<file path="config.mk">
export PLATFORM = sky130hd
export DESIGN_NAME = spike_aer_encoder
export DESIGN_NICKNAME = d
export VERILOG_FILES = /design/src/rtl/snn_pkg.sv /design/src/rtl/aer_event_fifo.sv /design/src/rtl/spike_aer_encoder.sv
export SDC_FILE = /design/constraint.sdc
export NUM_CORES = 1
export LEC_CHECK = 0
export CORE_MARGIN = 2
export CORE_UTILIZATION = 47
export CTS_CLUSTER_DIAMETER = 200
export CTS_CLUSTER_SIZE = 16
export DETAILED_ROUTE_END_ITERATION = 12
export GPL_TIMING_DRIVEN = 1
export PLACE_DENSITY = 0.72
export SYNTH_ARGS = -nofsm -noshare
export SYNTH_HDL_FRONTEND = slang
export SYNTH_SLANG_ARGS = --single-unit
</file>
<file path="constraint.sdc">
create_clock -name clk -period 4.1 [get_ports clk]
set_clock_uncertainty 0.2 [all_clocks]
set_input_delay 0.82 -clock clk [delete_from_list [all_inputs] [get_ports clk]]
set_output_delay 0.82 -clock clk [all_outputs]
set_load 0.02 [all_outputs]
</file>
<file path="src/rtl/snn_pkg.sv">
// snn_pkg: shared types, constants and helpers for the spiking-network AER blocks.
package snn_pkg;

  // Width of the saturating drop counter exported by the encoder.
  localparam int DROP_CNT_WIDTH = 16;

  // Widest event fields any encoder instance can produce (64 neurons, 32-bit time).
  localparam int AER_IDX_MAX_WIDTH = 6;
  localparam int AER_TS_MAX_WIDTH  = 32;

  // One address-event: which neuron fired and when.
  typedef struct packed {
    logic [AER_IDX_MAX_WIDTH-1:0] idx;
    logic [AER_TS_MAX_WIDTH-1:0]  ts;
  } aer_event_t;

  // Add amt to cnt, sticking at all-ones instead of wrapping.
  function automatic logic [DROP_CNT_WIDTH-1:0] sat_inc(
    input logic [DROP_CNT_WIDTH-1:0] cnt,
    input logic [6:0]                amt
  );
    logic [DROP_CNT_WIDTH:0] sum;
    sum = {1'b0, cnt} + {{(DROP_CNT_WIDTH - 6){1'b0}}, amt};
    return sum[DROP_CNT_WIDTH] ? {DROP_CNT_WIDTH{1'b1}} : sum[DROP_CNT_WIDTH-1:0];
  endfunction

endpackage

</file>
<file path="src/rtl/aer_event_fifo.sv">
// aer_event_fifo: single-clock FIFO with registered count, full and empty flags.
// The read port shows the head entry combinationally and drives zero while empty.
module aer_event_fifo #(
  parameter int WIDTH = 8,
  parameter int DEPTH = 8
) (
  input  logic             clk,
  input  logic             rst_n,
  input  logic             wr_en,
  input  logic [WIDTH-1:0] wr_data,
  input  logic             rd_en,
  output logic [WIDTH-1:0] rd_data,
  output logic             full,
  output logic             empty
);

  localparam int AW = $clog2(DEPTH);

  logic [WIDTH-1:0] mem [DEPTH];
  logic [AW-1:0]    wr_ptr;
  logic [AW-1:0]    rd_ptr;
  logic [AW:0]      count;
  logic [AW:0]      count_next;
  logic             push;
  logic             pop;

  // Writes into a full FIFO and reads from an empty one are ignored.
  assign push = wr_en && !full;
  assign pop  = rd_en && !empty;

  // Occupancy after this edge; flags are derived from it and registered.
  always_comb begin
    count_next = count + (AW + 1)'(push) - (AW + 1)'(pop);
  end

  // Pointers, occupancy and registered flags.
  always_ff @(posedge clk or negedge rst_n) begin
    if (!rst_n) begin
      wr_ptr <= '0;
      rd_ptr <= '0;
      count  <= '0;
      full   <= 1'b0;
      empty  <= 1'b1;
    end else begin
      if (push) wr_ptr <= wr_ptr + AW'(1);
      if (pop)  rd_ptr <= rd_ptr + AW'(1);
      count <= count_next;
      full  <= (count_next == (AW + 1)'(DEPTH));
      empty <= (count_next == '0);
    end
  end

  // Storage array; contents are only visible through the head pointer when non-empty.
  always_ff @(posedge clk) begin
    if (push) mem[wr_ptr] <= wr_data;
  end

  assign rd_data = empty ? '0 : mem[rd_ptr];

endmodule

</file>
<file path="src/rtl/spike_aer_encoder.sv">
// spike_aer_encoder: turns a parallel spike vector into a stream of address-events.
// Spikes collect in a pending mask; the lowest pending index is granted into an
// event FIFO each cycle the FIFO is not full. Spikes that land on an already
// pending, ungranted bit are merged and counted in a saturating drop counter.
// Build option: define AER_TIMESTAMP_EN to attach a free-running timestamp to
// every event; without it out_ts is tied to zero and no timestamp state exists.
//
// Output handshake: an event transfers on a rising edge where out_valid and
// out_ready are both high. out_valid comes from registered FIFO state only and
// never looks at out_ready; out_idx/out_ts hold steady until the transfer.
module spike_aer_encoder
  import snn_pkg::*;
#(
  parameter int N_NEURONS  = 8,
  parameter int IDX_WIDTH  = $clog2(N_NEURONS),
  parameter int TS_WIDTH   = 16,
  parameter int FIFO_DEPTH = 8
) (
  input  logic                      clk,
  input  logic                      rst_n,
  input  logic [N_NEURONS-1:0]      spike_in,
  output logic                      out_valid,
  input  logic                      out_ready,
  output logic [IDX_WIDTH-1:0]      out_idx,
  output logic [TS_WIDTH-1:0]       out_ts,
  output logic [DROP_CNT_WIDTH-1:0] drop_cnt
);

  logic [N_NEURONS-1:0] pending;
  logic [N_NEURONS-1:0] grant;
  logic [N_NEURONS-1:0] merges;
  logic [IDX_WIDTH-1:0] grant_idx;
  logic [6:0]           merge_cnt;
  logic                 push;
  logic                 fifo_full;
  logic                 fifo_empty;

  // Isolate the lowest set pending bit; the registered full flag blocks grants.
  assign grant = fifo_full ? '0 : (pending & (~pending + N_NEURONS'(1)));
  assign push  = |grant;

  // A spike on a pending bit that is not leaving this cycle is folded into it.
  assign merges = spike_in & pending & ~grant;

  // Index of the lowest set pending bit (scan downwards so the lowest wins).
  always_comb begin
    grant_idx = '0;
    for (int i = N_NEURONS - 1; i >= 0; i--) begin
      if (pending[i]) grant_idx = IDX_WIDTH'(i);
    end
  end

  // Number of spikes merged this cycle.
  always_comb begin
    merge_cnt = '0;
    for (int i = 0; i < N_NEURONS; i++) begin
      merge_cnt = merge_cnt + 7'(merges[i]);
    end
  end

  // Pending mask and drop counter.
  always_ff @(posedge clk or negedge rst_n) begin
    if (!rst_n) begin
      pending  <= '0;
      drop_cnt <= '0;
    end else begin
      pending  <= (pending & ~grant) | spike_in;
      drop_cnt <= sat_inc(drop_cnt, merge_cnt);
    end
  end

`ifdef AER_TIMESTAMP_EN
  localparam int EW = IDX_WIDTH + TS_WIDTH;
  logic [TS_WIDTH-1:0] ts_cnt;
  logic [EW-1:0]       wr_data;
  logic [EW-1:0]       rd_data;

  // Free-running timestamp; wraps silently.
  always_ff @(posedge clk or negedge rst_n) begin
    if (!rst_n) ts_cnt <= '0;
    else        ts_cnt <= ts_cnt + TS_WIDTH'(1);
  end

  assign wr_data = {grant_idx, ts_cnt};
  assign out_idx = rd_data[EW-1 -: IDX_WIDTH];
  assign out_ts  = rd_data[TS_WIDTH-1:0];
`else
  localparam int EW = IDX_WIDTH;
  logic [EW-1:0] wr_data;
  logic [EW-1:0] rd_data;

  assign wr_data = grant_idx;
  assign out_idx = rd_data;
  assign out_ts  = '0;
`endif

  aer_event_fifo #(
    .WIDTH (EW),
    .DEPTH (FIFO_DEPTH)
  ) u_fifo (
    .clk     (clk),
    .rst_n   (rst_n),
    .wr_en   (push),
    .wr_data (wr_data),
    .rd_en   (out_ready),
    .rd_data (rd_data),
    .full    (fifo_full),
    .empty   (fifo_empty)
  );

  assign out_valid = !fifo_empty;

endmodule

</file>
# Word-level counts from Yosys, hierarchy flattened
# Memory sizes are Yosys's and may differ from the RTL's.
# Index checks and enable logic that the tools add are counted.
dict set report totals {
  ram_bits 24
  regBits 36
  in_bits 11
  elab_cells 48
  mem_bits_ro 0
  output_inout_bits 36
  memories 1
  latchBits 0
}
# name depth word_bits rd rd_ports_with_merged_regs wr line_no
set mem_list {}
lappend mem_list {u_fifo.mem 8 3 1 0 1 aer_event_fifo.sv:19} ;# logic [WIDTH-1:0] mem [DEPTH];
dict set report op_classes {
  n_mul 0
  shifts 0
  muxes 13
  n_bitwise 7
  eq_ne 1
  addsub 13
  order_cmp 0
  n_div 0
  reduce_logical 6
}
# op n
set op_table {}
lappend op_table {{bitwise AND 8 bit} 4}
lappend op_table {{two-way mux 3 bit} 9}
lappend op_table {{adder 16 x 7 -> 17 bit} 1}
lappend op_table {{two-way mux 16 bit} 1}
lappend op_table {{NOT 8 bit} 2}
lappend op_table {{adder 8 x 1 -> 8 bit, second input constant} 1}
lappend op_table {{two-way mux 8 bit} 1}
lappend op_table {{OR 8 bit} 1}
lappend op_table {{OR reduction 8 bit} 1}
lappend op_table {{adder 6 x 1 -> 7 bit} 1}
lappend op_table {{adder 7 x 1 -> 7 bit} 1}
lappend op_table {{adder 3 x 1 -> 3 bit, second input constant} 2}
lappend op_table {{adder 5 x 1 -> 6 bit} 1}
lappend op_table {{adder 4 x 1 -> 5 bit} 1}
lappend op_table {{adder 3 x 1 -> 4 bit} 1}
lappend op_table {{adder 4 x 1 -> 4 bit} 1}
lappend op_table {{equality test 4 bit, second input constant} 1}
lappend op_table {{logical NOT 4 bit} 1}
lappend op_table {{subtractor 4 x 1 -> 4 bit} 1}
lappend op_table {{adder 2 x 1 -> 3 bit} 1}
lappend op_table {{adder 1 x 1 -> 2 bit} 1}
lappend op_table {{logical AND 1 bit} 2}
lappend op_table {{logical NOT 1 bit} 2}
lappend op_table {{two-way mux 1 bit} 2}

# Depth between registers and ports, before layout
# Gate-level depths: netlist of the first run.
dict set report depth {
  depth_word 15
  depth_mapped 15
  depth_no_buf 13
}

# Hierarchy
# From an unflattened synthesis of the first run, not the netlist that was laid out.
dict set report unflattened {
  hier_cells 259
  hier_area_um2 3074.2
}
# module area_each_um2 instances cells_each seq_area_each_um2
set modules_own_cells {}
lappend modules_own_cells {spike_aer_encoder 1537.7 1 162 600.6}
lappend modules_own_cells {aer_event_fifo 1536.5 1 97 1022.2}

# Worst setup path after synthesis of the first run
# OpenSTA, ideal clock, no wires.
dict set report synth_path {
  path_kind {input to register}
  from {in spike_in[0]}
  to {reg drop_cnt[13]}
  setup_time_ps 134
  path_stages 13
  setup_slack_ps -557
  n_path_buf 1
  t_arrival_ps 4324
  required_time_ps 3766
  cell_sequence {and3_1 fa_1 inv_1 fa_1 inv_1 fa_1 fa_1 fa_1 a211oi_2 nor2_4 nand3_2 buf_2 nand3_1}
}
dict set report synth_via {
  elab_chain_len 11
}
# element line_no
set synth_lines {}
lappend synth_lines {{from (decl)} spike_aer_encoder.sv:21} ;# input logic [N_NEURONS-1:0] spike_in,
lappend synth_lines {{bitwise AND 8 bit (2 in a row)} spike_aer_encoder.sv:43} ;# assign merges = spike_in & pending & ~grant;
lappend synth_lines {{adder 1 x 1 -> 2 bit} spike_aer_encoder.sv:57} ;# merge_cnt = merge_cnt + 7'(merges[i]);
lappend synth_lines {{adder 2 x 1 -> 3 bit} spike_aer_encoder.sv:57}
lappend synth_lines {{adder 3 x 1 -> 4 bit} spike_aer_encoder.sv:57}
lappend synth_lines {{adder 4 x 1 -> 5 bit} spike_aer_encoder.sv:57}
lappend synth_lines {{adder 5 x 1 -> 6 bit} spike_aer_encoder.sv:57}
lappend synth_lines {{adder 6 x 1 -> 7 bit} spike_aer_encoder.sv:57}
lappend synth_lines {{adder 7 x 1 -> 7 bit} spike_aer_encoder.sv:57}
lappend synth_lines {{adder 16 x 7 -> 17 bit} snn_pkg.sv:23} ;# sum = {1'b0, cnt} + {{(DROP_CNT_WIDTH - 6){1'b0}}, amt};
lappend synth_lines {{two-way mux 16 bit} snn_pkg.sv:24} ;# return sum[DROP_CNT_WIDTH] ? {DROP_CNT_WIDTH{1'b1}} : sum[DROP_CNT_WIDTH-1:0];
lappend synth_lines {{to (signal assigned)} spike_aer_encoder.sv:68} ;# drop_cnt <= sat_inc(drop_cnt, merge_cnt);
lappend synth_lines {{to (decl)} spike_aer_encoder.sv:26} ;# output logic [DROP_CNT_WIDTH-1:0] drop_cnt
# No other way between the ends.
# A chain may end at the register's enable or synchronous reset.

# Worst setup path after layout of the first run
dict set report layout_path {
  from {reg u_fifo.full}
  to {reg drop_cnt[14]}
}
dict set report layout_via {
  elab_chain_len 12
}
# element line_no
set layout_lines {}
lappend layout_lines {{from (decl)} aer_event_fifo.sv:13} ;# output logic full,
lappend layout_lines {{from (signal assigned)} aer_event_fifo.sv:48} ;# full <= (count_next == (AW + 1)'(DEPTH));
lappend layout_lines {{two-way mux 8 bit *} spike_aer_encoder.sv:39} ;# assign grant = fifo_full ? '0 : (pending & (~pending + N_NEURONS'(1)));
lappend layout_lines {{NOT 8 bit *} spike_aer_encoder.sv:43}
lappend layout_lines {{bitwise AND 8 bit *} spike_aer_encoder.sv:43}
lappend layout_lines {{adder 1 x 1 -> 2 bit} spike_aer_encoder.sv:57}
lappend layout_lines {{adder 2 x 1 -> 3 bit} spike_aer_encoder.sv:57}
lappend layout_lines {{adder 3 x 1 -> 4 bit} spike_aer_encoder.sv:57}
lappend layout_lines {{adder 4 x 1 -> 5 bit} spike_aer_encoder.sv:57}
lappend layout_lines {{adder 5 x 1 -> 6 bit} spike_aer_encoder.sv:57}
lappend layout_lines {{adder 6 x 1 -> 7 bit} spike_aer_encoder.sv:57}
lappend layout_lines {{adder 7 x 1 -> 7 bit *} spike_aer_encoder.sv:57}
lappend layout_lines {{adder 16 x 7 -> 17 bit *} snn_pkg.sv:23}
lappend layout_lines {{two-way mux 16 bit *} snn_pkg.sv:24}
# Every way passes the cells marked *; elsewhere a longest branch is shown, timed or not.

==> tab_implementation.tex, run 1 <==
\begin{tabular}{lr}
\hline
Metric & Value \\
\hline
\multicolumn{2}{l}{\textbf{Placement}} \\
\quad Port buffer count & 30 \\
\quad Pre-CTS setup slack & -769.5 ps \\
\quad DPL Wire Length & about 4200 um \\
\quad Placed cell area & approximately 3500 um\^{}2 \\
\quad Placer's final routability congestion estimate & slightly below 0.8 \\
\multicolumn{2}{l}{\textbf{Worst setup path}} \\
\quad Critical register-to-register path startpoint & u\_fifo.full\$\_DFF\_PN0\_ \\
\quad Crit path required time & roughly 4100 ps \\
\quad Worst setup path start & u\_fifo.full\$\_DFF\_PN0\_ \\
\quad Type of the worst setup path & flop to flop \\
\quad Crit-path max FO & 8 \\
\quad Crit start category & flop \\
\quad Arrival time reported for the critical path endpoint & about 4300 ps \\
\quad Reg-to-reg setup timing slack & -160 ps \\
\quad Logic depth of the worst register-to-register path & 13 \\
\quad Nature of the critical path endpoint & flop \\
\quad Reg-to-Reg End & drop\_cnt[14]\$\_DFF\_PN0\_ \\
\multicolumn{2}{l}{\textbf{Synth}} \\
\quad Count of flip-flops with a built-in enable after synthesis & 24 \\
\quad Register area share after synthesis & between 50\% and 60\% \\
\quad Share of Yosys cell area claimed by the top area cell type & 27.83\% \\
\quad Simple-Gate Fraction of Synth Area & between 10\% and 20\% \\
\quad Library cell occupying the most area in the post-synthesis netlist & dfrtp\_1 \\
\quad Number of cells produced by synthesis & between 200 and 300 \\
\quad Synth Area in Compound Gates & about 8.4\% \\
\quad Largest family of logic cells by synthesized area & simple AND/OR/NAND/NOR gates \\
\quad Mux cell area share after synthesis & about 6\% \\
\quad Parity-gate share of the synthesized area counting xor and xnor cells & 3.897\% \\
\quad Register bit count reported by yosys & 60 \\
\quad Count of different cell masters after synthesis & approximately 50 \\
\quad Arithmetic-cell share of the synthesized area counting full adders, half adders and majority gates & roughly 8.6\% \\
\quad Synth async-reset ratio & $\sim$60\% \\
\quad Biggest area contributors in the synthesized netlist & dfrtp\_1 (28\%), edfxtp\_1 (23\%), ha\_1 (4.8\%) \\
\quad Cell area after technology mapping & between 3000 and 4000 um\^{}2 \\
\quad Warning count from the yosys run & 0 \\
\quad Mean cell area of the mapped netlist & 12.06 um\^{}2 \\
\quad Most frequent cell after synthesis & dfrtp\_1 \\
\quad Commonest cells in the synthesized netlist & dfrtp\_1 (35), edfxtp\_1 (24), buf\_4 (16), nand2\_1 (16), nor2\_1 (16) \\
\quad Most frequently used flop master after synthesis & dfrtp\_1 \\
\multicolumn{2}{l}{\textbf{Timing}} \\
\quad Total setup violations reported at the end of the flow & 16 \\
\quad Least-Margin Pin Slew & between 1000 and 1500 ps \\
\quad Number of failing hold endpoints at the final stage & 0 \\
\quad Final Max Tran Viols & 0 \\
\quad Worst Slack Setup Final & -164.3 ps \\
\quad Relative slew margins & roughly a quarter \\
\quad Ratio of final minimum period to clock period & 104.0\% \\
\quad Highest Clock Rate & between 200 and 250 MHz \\
\quad Unrepaired setup endpoints after global routing & yes \\
\quad Min Tclk post-route & between 4000 and 5000 ps \\
\quad Worst hold slack after final layout & approximately 300 ps \\
\multicolumn{2}{l}{\textbf{Floorplan}} \\
\quad Starting utilization of the core area & about 50\% \\
\quad Io pins & 47 \\
\quad Cell Rows & 29 \\
\quad Overall die height & about 86 um \\
\quad Die X & about 86 um \\
\quad Floorplan core area & roughly 6400 um\^{}2 \\
\quad Die Outline Area & 7366 um\^{}2 \\
\multicolumn{2}{l}{\textbf{Power}} \\
\quad Peak VDD IR & between 0.0006 and 0.0007 V \\
\quad PnR Total Power & 2.973 mW \\
\quad Total power divided by cell area & around 730 nW/um\^{}2 \\
\quad Switching fraction of total power & 35.55\% \\
\quad Leakage power of the design & $\sim$1.7 nW \\
\quad Portion of total power attributed to the clock network & a little under a quarter \\
\quad Logic gate share of total power & 43.8\% \\
\quad Power spent charging and discharging nets & between 1 and 1.5 mW \\
\quad Portion of total power attributed to sequential cells & 33.1\% \\
\quad Internal power & 1.916 mW \\
\multicolumn{2}{l}{\textbf{Global route}} \\
\quad Wire length of the first global-routing pass & around 11000 um \\
\quad Vias in the first global route & roughly 2300 \\
\quad Total Routing Usage GR & around 20\% \\
\quad Grt total ovfl & 0 \\
\quad Maximum number of pins on one net before global-route repair & 37 \\
\quad Number of antenna violations at the first check in global routing & 0 \\
\multicolumn{2}{l}{\textbf{CTS}} \\
\quad Clock Sink Count & 60 \\
\quad Clock latency reported for the late side of the worst-skew pair & around 330 ps \\
\quad CTS Hold Bufs & 0 \\
\quad Clock buffers created by TritonCTS & 9 \\
\quad Depth of the CTS H-tree & 3 \\
\quad Clock Tree Buf Depth & 2 \\
\quad Clock tree root driver cell & clkbuf\_8 \\
\quad TritonCTS clock tree & done \\
\quad Clk slew on worst S/H paths & roughly 70 ps \\
\multicolumn{2}{l}{\textbf{Route}} \\
\quad Number of vias after detailed routing & about 2300 \\
\quad Via density per instance & 5.415 \\
\quad DRT antenna net count & 0 \\
\quad 1st-pass router iterations & 10 \\
\quad Detailed-route wire length per cell & roughly 16 um \\
\quad 1st-iter DRT viols & between 100 and 150 \\
\quad Routed wire length & $\sim$6800 um \\
\quad Drt drc & 3 \\
\multicolumn{2}{l}{\textbf{Worst hold path}} \\
\quad Critical hold path startpoint & u\_fifo.wr\_ptr[2]\$\_DFFE\_PN0P\_ \\
\quad Min-delay worst type & flop to flop \\
\quad Number of instances on the worst hold path & 1 \\
\quad Worst hold endpoint & u\_fifo.wr\_ptr[2]\$\_DFFE\_PN0P\_ \\
\multicolumn{2}{l}{\textbf{Run status}} \\
\quad Violated checks & design-rule violations, negative setup slack \\
\quad Status & finished, violations left \\
\multicolumn{2}{l}{\textbf{Final layout}} \\
\quad Number of antenna repair diodes & 0 \\
\quad Filler cells & between 400 and 500 \\
\quad Area growth from synthesis to layout & 29.58\% \\
\quad Final std cell area, no fill & about 4000 um\^{}2 \\
\quad Flip-flop and latch area & roughly 1600 um\^{}2 \\
\quad Multi-input gate area in the final layout & roughly 1500 um\^{}2 \\
\quad Final core occ & 63.49\% \\
\quad Ratio of cells with drive above 1 in the final layout & between 20\% and 30\% \\
\quad Final Net Count & 364 \\
\multicolumn{2}{l}{\textbf{Flow run}} \\
\quad Number of maximum-capacitance constraint violations & 0 \\
\hline
\end{tabular}
==> worst max-delay path by stage <==
stage	to	slack, ps
3_3_place_gp	drop_cnt[9]$_DFF_PN0_	-690
6_report	drop_cnt[14]$_DFF_PN0_	-160
4_1_cts	drop_cnt[14]$_DFF_PN0_	-200
5_1_grt	drop_cnt[14]$_DFF_PN0_	-290
2_1_floorplan	drop_cnt[13]$_DFF_PN0_	-160
3_5_place_dp	drop_cnt[11]$_DFF_PN0_	-770
==> cell type report <==
class                      instances  area share [%]
clock buffer                      11           3.222
clock inverter                     5           3.038
inverter                          15           1.381
multi-input combinational        181           35.96
sequential                        60           39.80
tap                               77           2.363
timing repair buffer              68           14.24
==> state kept, by name (all words and copies together), names as in the netlist <==
signal         cells
u_fifo.wr_ptr      3
u_fifo.count       4
u_fifo.full        1
u_fifo.empty       1
u_fifo.rd_ptr      3
drop_cnt          16
u_fifo.mem        24
pending            8
==> placed cells by master (no fill, tap or decap), drive strengths merged, types with 7 or more instances in the layout <==
cell and n:
clkbuf 11, ha 12, clkdlybuf4s50 27, dfrtp 35, a21oi 7, o21ai 7, inv 15, nor2 17
nand2 16, nand3 11, buf 41, edfxtp 24, xnor2 9, conb 16
==> repair_timing <==
| item | 4_1_cts | 5_1_grt |
|---|---|---|
| pin swaps | 12 | 16 |
| setup buffers | 29 | 2 |
| resized for setup | 13 | 10 |
| setup endpoints to repair | 16 | 17 |
| gates cloned | 1 | 0 |
==> metal layers <==
| metal | vias to the layer above | track usage [%] | wire [um] |
|---|---|---|---|
| met5 | - | 0 | 0 |
| li1 | 1052 | - | - |
| met3 | 6 | 5.582 | 329 |
| met1 | 1111 | 24.17 | 2945 |
| met2 | 89 | 33.52 | 3432 |
| met4 | 0 | 8.369 | 69 |
==> kinds of logic after synthesis <==
logic type | count (synthesis)
buf+inv | 36
simple gates | 83
compound gates | 38
fa+ha+maj | 18
mux | 11
xor+xnor | 14
other cells | 1
flops | 60
==> worst max-delay path, cell delays in order, from the launching register on <==
cell and delay, ps:
dfrtp_1 430, o31ai_4 310, nor2_2 60, fa_1 530
inv_2 50, fa_1 520, inv_2 50, fa_1 470
fa_2 380, fa_2 400, a211oi_4 350, nor2_4 130
a31oi_1 190, a41oi_1 70
==> power groups by stage <==
stage	sequential, mW	combinational, mW	clock (mW)
after floorplan	0.966	0.880	0
after global placement	0.980	1.19	0
after detailed placement	0.987	1.23	0
after global routing	1.00	1.43	0.725
after CTS	0.982	1.28	0.696
final	0.983	1.30	0.687
==> per-stage QoR <==
step           setup TNS [ps]  std cells
3_3_place_gp           -10350        371
5_1_grt                 -4250        417
2_1_floorplan           -1675        276
4_1_cts                 -2760        417
3_5_place_dp           -11710        371
6_report                -2018        417
No activity file was read; power rests on OpenSTA's default activity.
==> run 2: changes to the inputs <==
Settings changed: GPL_TIMING_DRIVEN 1 to 0.
==> run 2 against run 1 <==
The flow still finishes with violations (design-rule violations, negative setup slack). Count of clock-buffer cells in the layout fell by 2. Cell count down 1.4%. Register-to-register slack got worse by 60 ps. Critical path depth is 2 higher. Die area did not move. Wire length fell by 8.5%. Global-route usage down 1.2 points. Combinational power rose by 8%. First-iteration DRC count is 31% higher. Setup slack lost 57 ps. Critical path type unchanged. Critical endpoint unchanged. Largest cell class unchanged. Largest power group unchanged.
==> tab_implementation.tex, run 2 (synthesis gave the netlist of run 1 again) <==
\begin{tabular}{lr}
\hline
Metric & Value \\
\hline
\multicolumn{2}{l}{\textbf{Timing}} \\
\quad Least-Margin Pin Slew & around 850 ps \\
\quad Setup TNS after final layout & -2831 ps \\
\quad Min Tclk post-route & 4321 ps \\
\quad Number of failing hold endpoints at the final stage & 0 \\
\quad Highest Clock Rate & 231.4 MHz \\
\quad Relative slew margins & about 43\% \\
\quad Unrepaired setup endpoints after global routing & yes \\
\quad Total setup violations reported at the end of the flow & 16 \\
\quad Worst Slack Setup Final & -221.4 ps \\
\quad Ratio of final minimum period to clock period & 105.4\% \\
\quad Final Max Tran Viols & 0 \\
\multicolumn{2}{l}{\textbf{Route}} \\
\quad DRT antenna net count & 0 \\
\quad Number of vias after detailed routing & $\sim$2100 \\
\quad Via density per instance & around 5.2 \\
\quad Drt drc & 1 \\
\quad Routed wire length & 6201 um \\
\quad 1st-iter DRT viols & around 160 \\
\quad 1st-pass router iterations & 10 \\
\quad Detailed-route wire length per cell & about 15 um \\
\multicolumn{2}{l}{\textbf{Worst setup path}} \\
\quad Critical register-to-register path startpoint & u\_fifo.full\$\_DFF\_PN0\_ \\
\quad Reg-to-reg setup timing slack & -220 ps \\
\quad Critical Path Slowest Stage Cell & fa\_1 \\
\quad Crit-path max FO & 4 \\
\quad Crit start category & flop \\
\quad Crit path required time & slightly above 4000 ps \\
\quad Nature of the critical path endpoint & flop \\
\quad Slowest Stage Delay on Critical Path & 530 ps \\
\quad Arrival time reported for the critical path endpoint & $\sim$4300 ps \\
\quad Cells traversed along the worst timing path & buf\_8 > o31ai\_4 > nor2\_2 > fa\_1 > inv\_2 > fa\_1 > inv\_2 > fa\_1 > fa\_2 > fa\_2 > a211oi\_4 > nor2\_4 > buf\_6 > a31oi\_4 > a41oi\_2 \\
\quad Reg-to-Reg End & drop\_cnt[14]\$\_DFF\_PN0\_ \\
\quad Type of the worst setup path & flop to flop \\
\quad Crit path top cell by count & fa\_1 \\
\quad Worst path bufs/invs & 4 \\
\quad Kind of cell adding the most delay to the critical path & adder cells \\
\quad Logic depth of the worst register-to-register path & 15 \\
\multicolumn{2}{l}{\textbf{Final layout}} \\
\quad Final Net Count & $\sim$360 \\
\quad Top Registers & u\_fifo.mem (24), drop\_cnt (16), pending (8) \\
\quad Final core occ & between 60\% and 70\% \\
\quad Largest register by flop count & u\_fifo.mem \\
\quad Most common cell after layout, fill and taps aside & dfrtp\_1 \\
\quad Top library cells by usage in the layout, fill and taps aside & dfrtp\_1 (33), clkdlybuf4s50\_1 (27), buf\_4 (25) \\
\quad Number of antenna repair diodes & 0 \\
\quad Area growth from synthesis to layout & 29.30\% \\
\quad Ratio of cells with drive above 1 in the final layout & 27.84\% \\
\quad Max reg flops & 24 \\
\multicolumn{2}{l}{\textbf{Power}} \\
\quad Total power divided by cell area & between 700 and 800 nW/um\^{}2 \\
\quad Leakage power of the design & roughly 1.7 nW \\
\quad Peak VDD IR & 0.0006047 V \\
\multicolumn{2}{l}{\textbf{Floorplan}} \\
\quad Overall die height & 85.83 um \\
\quad Starting utilization of the core area & 49.00\% \\
\quad Cell Rows & 29 \\
\quad Floorplan core area & between 6000 and 7000 um\^{}2 \\
\quad Io pins & 47 \\
\quad Die Outline Area & around 7400 um\^{}2 \\
\quad Die X & $\sim$86 um \\
\multicolumn{2}{l}{\textbf{Placement}} \\
\quad Port buffer count & 30 \\
\quad Placer's final routability congestion estimate & $\sim$0.76 \\
\quad DPL Wire Length & roughly 4100 um \\
\multicolumn{2}{l}{\textbf{CTS}} \\
\quad Clock Sink Count & 60 \\
\quad Clock latency reported for the late side of the worst-skew pair & around 340 ps \\
\quad Depth of the CTS H-tree & 3 \\
\quad Clock buffers created by TritonCTS & 9 \\
\quad Clock Tree Buf Depth & 2 \\
\quad Clock tree root driver cell & clkbuf\_8 \\
\quad CTS Hold Bufs & 0 \\
\quad TritonCTS clock tree & done \\
\quad Clk slew on worst S/H paths & 70 ps \\
\multicolumn{2}{l}{\textbf{Global route}} \\
\quad Maximum number of pins on one net before global-route repair & 37 \\
\quad Grt total ovfl & 0 \\
\quad Number of antenna violations at the first check in global routing & 0 \\
\quad Vias in the first global route & 2146 \\
\quad Wire length of the first global-routing pass & around 10000 um \\
\quad Total Routing Usage GR & between 10\% and 20\% \\
\multicolumn{2}{l}{\textbf{Run status}} \\
\quad Status & finished, violations left \\
\quad Violated checks & design-rule violations, negative setup slack \\
\multicolumn{2}{l}{\textbf{Worst hold path}} \\
\quad Critical hold path startpoint & u\_fifo.wr\_ptr[2]\$\_DFFE\_PN0P\_ \\
\quad Min-delay worst type & flop to flop \\
\quad Number of instances on the worst hold path & 1 \\
\quad Worst hold endpoint & u\_fifo.wr\_ptr[2]\$\_DFFE\_PN0P\_ \\
\multicolumn{2}{l}{\textbf{Flow run}} \\
\quad Number of maximum-capacitance constraint violations & 0 \\
\hline
\end{tabular}
run 2: cell type report:
class	count	area (um^2)
clock inverters	7	98.84
multi-input cells	180	1499
repair buffers	42	406.6
flip-flops and latches	60	1625
inverters	15	56.30
plain buffers	21	162.7
clock buffers	9	123.9
well taps	77	96.34
fillers	519	2354
run 2: stage by stage:
stage | cells | area, um^2 | hold WS, ps | power (mW) | worst slack (ps)
2_1_floorplan | 276 | 3232 | 257.0 | 1.846 | -163.3
3_3_place_gp | 383 | 3628 | 285.3 | 2.168 | -855.2
3_5_place_dp | 383 | 3623 | 284.9 | 2.207 | -870.8
4_1_cts | 409 | 4004 | 302.4 | 2.913 | -228.5
5_1_grt | 411 | 4069 | 346.8 | 3.155 | -355.8
6_report | 411 | 4069 | 297.9 | 2.934 | -221.4
run 2: worst max-delay path by stage:
stage / end / cells past startpoint / slack [ps] / from
after global routing: drop_cnt[10]$_DFF_PN0_ / 15 / -360 / u_fifo.full$_DFF_PN0_
after detailed placement: drop_cnt[9]$_DFF_PN0_ / 14 / -870 / spike_in[0]
after CTS: drop_cnt[14]$_DFF_PN0_ / 15 / -230 / u_fifo.full$_DFF_PN0_
final: drop_cnt[14]$_DFF_PN0_ / 15 / -220 / u_fifo.full$_DFF_PN0_
after global placement: drop_cnt[9]$_DFF_PN0_ / 14 / -860 / spike_in[0]
after floorplan: drop_cnt[13]$_DFF_PN0_ / 13 / -160 / spike_in[0]
run 2: worst reg2reg max path, cell delays in order, from the launching register on:
cell and delay (ps):
dfrtp_2 430, buf_8 130, o31ai_4 260, nor2_2 80, fa_1 530, inv_2 40, fa_1 480, inv_2 40
fa_1 450, fa_2 380, fa_2 430, a211oi_4 280, nor2_4 100, buf_6 150, a31oi_4 160, a41oi_2 50
run 2: repair_timing:
| action | CTS | global route |
|---|---|---|
| gates resized for setup | 27 | 8 |
| pin swaps | 9 | 10 |
| buffers inserted | 9 | 2 |
| endpoints found under the setup margin | 16 | 16 |
| cloned | 1 | 0 |
run 2: layer usage:
metal  global-route usage (%)  routed length, um  up-vias
met5                        0                  0        -
met4                    6.494                 80        0
met3                    6.449                281       10
met2                    29.26               3029       61
met1                    24.44               2810     1028
li1                         -                  -     1049
run 2: where the power goes:
group          switching (mW)  total [mW]  internal, mW
sequential              0.125       0.940         0.815
combinational           0.700        1.40         0.698
clock                   0.251       0.596         0.345
total                    1.08        2.93          1.86
==> run 3: changes to the inputs <==
Settings changed: CORE_UTILIZATION 47 to 49, PLACE_DENSITY 0.72 to 0.74.
==> run 3 against run 2 <==
The run ends with negative setup slack left. Die area decreased by 3.9%. Setup slack gained 140 ps. Wire length is 7.9% lower. Combinational power fell by 6%. Sequential power about the same. Count of clock-buffer cells in the layout is the same. Sequential share of layout area increased by 1.1 points. Core utilization is 0.23 points lower. Global-route usage is 1.3 points lower. Critical endpoint is now drop_cnt[13]$_DFF_PN0_. Largest cell class unchanged.
==> tab_implementation.tex, run 3 (synthesis gave the netlist of run 1 again) <==
\begin{tabular}{lr}
\hline
Metric & Value \\
\hline
\multicolumn{2}{l}{\textbf{Run status}} \\
\quad Status & finished, violations left \\
\quad Violated checks & negative setup slack \\
\multicolumn{2}{l}{\textbf{CTS}} \\
\quad Clk slew on worst S/H paths & about 70 ps \\
\quad Clock buffers created by TritonCTS & 9 \\
\quad Clock Sink Count & 60 \\
\quad Clock Tree Buf Depth & 2 \\
\quad Clock tree root driver cell & clkbuf\_8 \\
\quad TritonCTS clock tree & done \\
\quad CTS Hold Bufs & 0 \\
\quad Depth of the CTS H-tree & 3 \\
\quad Clock latency reported for the late side of the worst-skew pair & $\sim$330 ps \\
\multicolumn{2}{l}{\textbf{Floorplan}} \\
\quad Die Outline Area & about 7100 um\^{}2 \\
\quad Starting utilization of the core area & approximately half \\
\quad Io pins & 47 \\
\quad Cell Rows & 29 \\
\quad Overall die height & 84.14 um \\
\quad Floorplan core area & 6277 um\^{}2 \\
\quad Die X & approximately 84 um \\
\multicolumn{2}{l}{\textbf{Route}} \\
\quad Detailed-route wire length per cell & between 10 and 15 um \\
\quad 1st-pass router iterations & 4 \\
\quad 1st-iter DRT viols & between 100 and 150 \\
\quad Number of vias after detailed routing & between 2000 and 2500 \\
\quad Via density per instance & 5.155 \\
\quad DRT antenna net count & 0 \\
\quad Routed wire length & between 5000 and 6000 um \\
\quad Drt drc & 0 \\
\multicolumn{2}{l}{\textbf{Timing}} \\
\quad Unrepaired setup endpoints after global routing & yes \\
\quad Ratio of final minimum period to clock period & 101.9\% \\
\quad Total setup violations reported at the end of the flow & 14 \\
\quad Min Tclk post-route & roughly 4200 ps \\
\quad Number of failing hold endpoints at the final stage & 0 \\
\quad Least-Margin Pin Slew & $\sim$920 ps \\
\quad Final Max Tran Viols & 0 \\
\quad Relative slew margins & 38.04\% \\
\quad Highest Clock Rate & 239.4 MHz \\
\quad Worst Slack Setup Final & -77.86 ps \\
\quad Worst hold slack after final layout & around 300 ps \\
\multicolumn{2}{l}{\textbf{Worst setup path}} \\
\quad Kind of cell adding the most delay to the critical path & adder cells \\
\quad Crit-path max FO & 7 \\
\quad Crit path required time & 4110 ps \\
\quad Nature of the critical path endpoint & flop \\
\quad Cells traversed along the worst timing path & dlygate4sd2\_1 > inv\_2 > nor2\_1 > fa\_1 > inv\_1 > fa\_1 > inv\_1 > fa\_1 > fa\_2 > fa\_2 > a211oi\_4 > nor2\_4 > nand3\_4 > buf\_6 > nand3\_2 \\
\quad Slowest Stage Delay on Critical Path & around 470 ps \\
\quad Crit path top cell by count & fa\_1 \\
\quad Type of the worst setup path & input port to flop \\
\quad Worst path bufs/invs & 5 \\
\quad Crit start category & input port \\
\quad Arrival time reported for the critical path endpoint & between 4000 and 5000 ps \\
\quad Critical Path Slowest Stage Cell & fa\_1 \\
\multicolumn{2}{l}{\textbf{Final layout}} \\
\quad Area growth from synthesis to layout & 25.92\% \\
\quad Most common cell after layout, fill and taps aside & dfrtp\_1 \\
\quad Final std cell area, no fill & slightly below 4000 um\^{}2 \\
\quad Ratio of cells with drive above 1 in the final layout & 24.18\% \\
\quad Max reg flops & 24 \\
\quad Filler cells & between 500 and 600 \\
\quad Top library cells by usage in the layout, fill and taps aside & dfrtp\_1 (33), buf\_4 (28), clkdlybuf4s50\_1 (27) \\
\quad Final Net Count & about 360 \\
\quad Largest register by flop count & u\_fifo.mem \\
\quad Number of antenna repair diodes & 0 \\
\quad Top Registers & u\_fifo.mem (24), drop\_cnt (16), pending (8) \\
\quad Final core occ & around 63\% \\
\multicolumn{2}{l}{\textbf{Global route}} \\
\quad Number of antenna violations at the first check in global routing & 0 \\
\quad Total Routing Usage GR & 17.35\% \\
\quad Maximum number of pins on one net before global-route repair & 37 \\
\quad Grt total ovfl & 0 \\
\quad Wire length of the first global-routing pass & $\sim$9600 um \\
\quad Vias in the first global route & approximately 2100 \\
\multicolumn{2}{l}{\textbf{Placement}} \\
\quad Placed cell area & roughly 3600 um\^{}2 \\
\quad Placer's final routability congestion estimate & around 0.76 \\
\quad Pre-CTS setup slack & -854.2 ps \\
\quad DPL Wire Length & a little over 4000 um \\
\quad Port buffer count & 30 \\
\multicolumn{2}{l}{\textbf{Power}} \\
\quad Total power divided by cell area & 699.1 nW/um\^{}2 \\
\quad Leakage power of the design & about 1.7 nW \\
\quad Peak VDD IR & 0.0005931 V \\
\quad PnR Total Power & roughly 2.8 mW \\
\multicolumn{2}{l}{\textbf{Flow run}} \\
\quad Number of maximum-capacitance constraint violations & 0 \\
\multicolumn{2}{l}{\textbf{Worst hold path}} \\
\quad Min-delay worst type & flop to flop \\
\hline
\end{tabular}
## run 3: cell types whose count changed in the layout (fill, tap and decap cells not counted), sizes merged
cell | previous run | this run
bufinv | 2 | 1
inv | 16 | 15
clkbuf | 11 | 12
clkinv | 3 | 4
clkinvlp | 1 | 2
## run 3: per-layer routing
metal  global-route usage, %  part of all wire (%)  vias up
li1                        -                     -     1044
met1                   23.55                    47     1024
met2                   26.26                    46       45
met3                   4.326                   4.5       11
met4                   8.504                   2.2        0
met5                       0                     0        -
## run 3: power by group
part	switching [mW]	total [mW]	internal, mW
Combinational	0.673	1.32	0.649
Clock	0.234	0.511	0.277
Sequential	0.122	0.937	0.815
Total	1.03	2.77	1.74
## run 3: what timing repair did
action	4_1_cts	5_1_grt
pin swaps	8	9
gates resized for setup	15	5
setup buffers	11	1
setup endpoints to repair	16	16
gates cloned	1	0
## run 3: final cells by class
cell class	count	area [um^2]	share of cell area (%)
Sequential cell	60	1625	41.02
Multi-Input combinational cell	180	1445	36.47
Timing Repair Buffer	43	390.4	9.852
Buffer	21	157.7	3.979
Clock buffer	9	123.9	3.126
Tap cell	77	96.34	2.431
Clock inverter	7	67.56	1.705
Inverter	15	56.30	1.421
## run 3: path summary, 6_finish.rpt
path	depth (start not counted)	start	end	slack, ps
worst max register to register	15	u_fifo.full$_DFF_PN0_	drop_cnt[13]$_DFF_PN0_	-50
worst min-delay path	1	u_fifo.wr_ptr[2]$_DFFE_PN0P_	u_fifo.wr_ptr[2]$_DFFE_PN0P_	290
max in group asynchronous	1	rst_n	pending[1]$_DFF_PN0_	2770
worst max-delay path	15	spike_in[2]	drop_cnt[13]$_DFF_PN0_	-80
min in group asynchronous	1	rst_n	drop_cnt[10]$_DFF_PN0_	370
worst min register to register	1	u_fifo.wr_ptr[2]$_DFFE_PN0P_	u_fifo.wr_ptr[2]$_DFFE_PN0P_	290
## run 3: through the flow
step | std cells | TNS, ps
after global placement | 383 | -12320
after detailed placement | 383 | -12380
after floorplan | 276 | -1675
final | 412 | -585.2
after global routing | 412 | -2385
after CTS | 411 | -1902
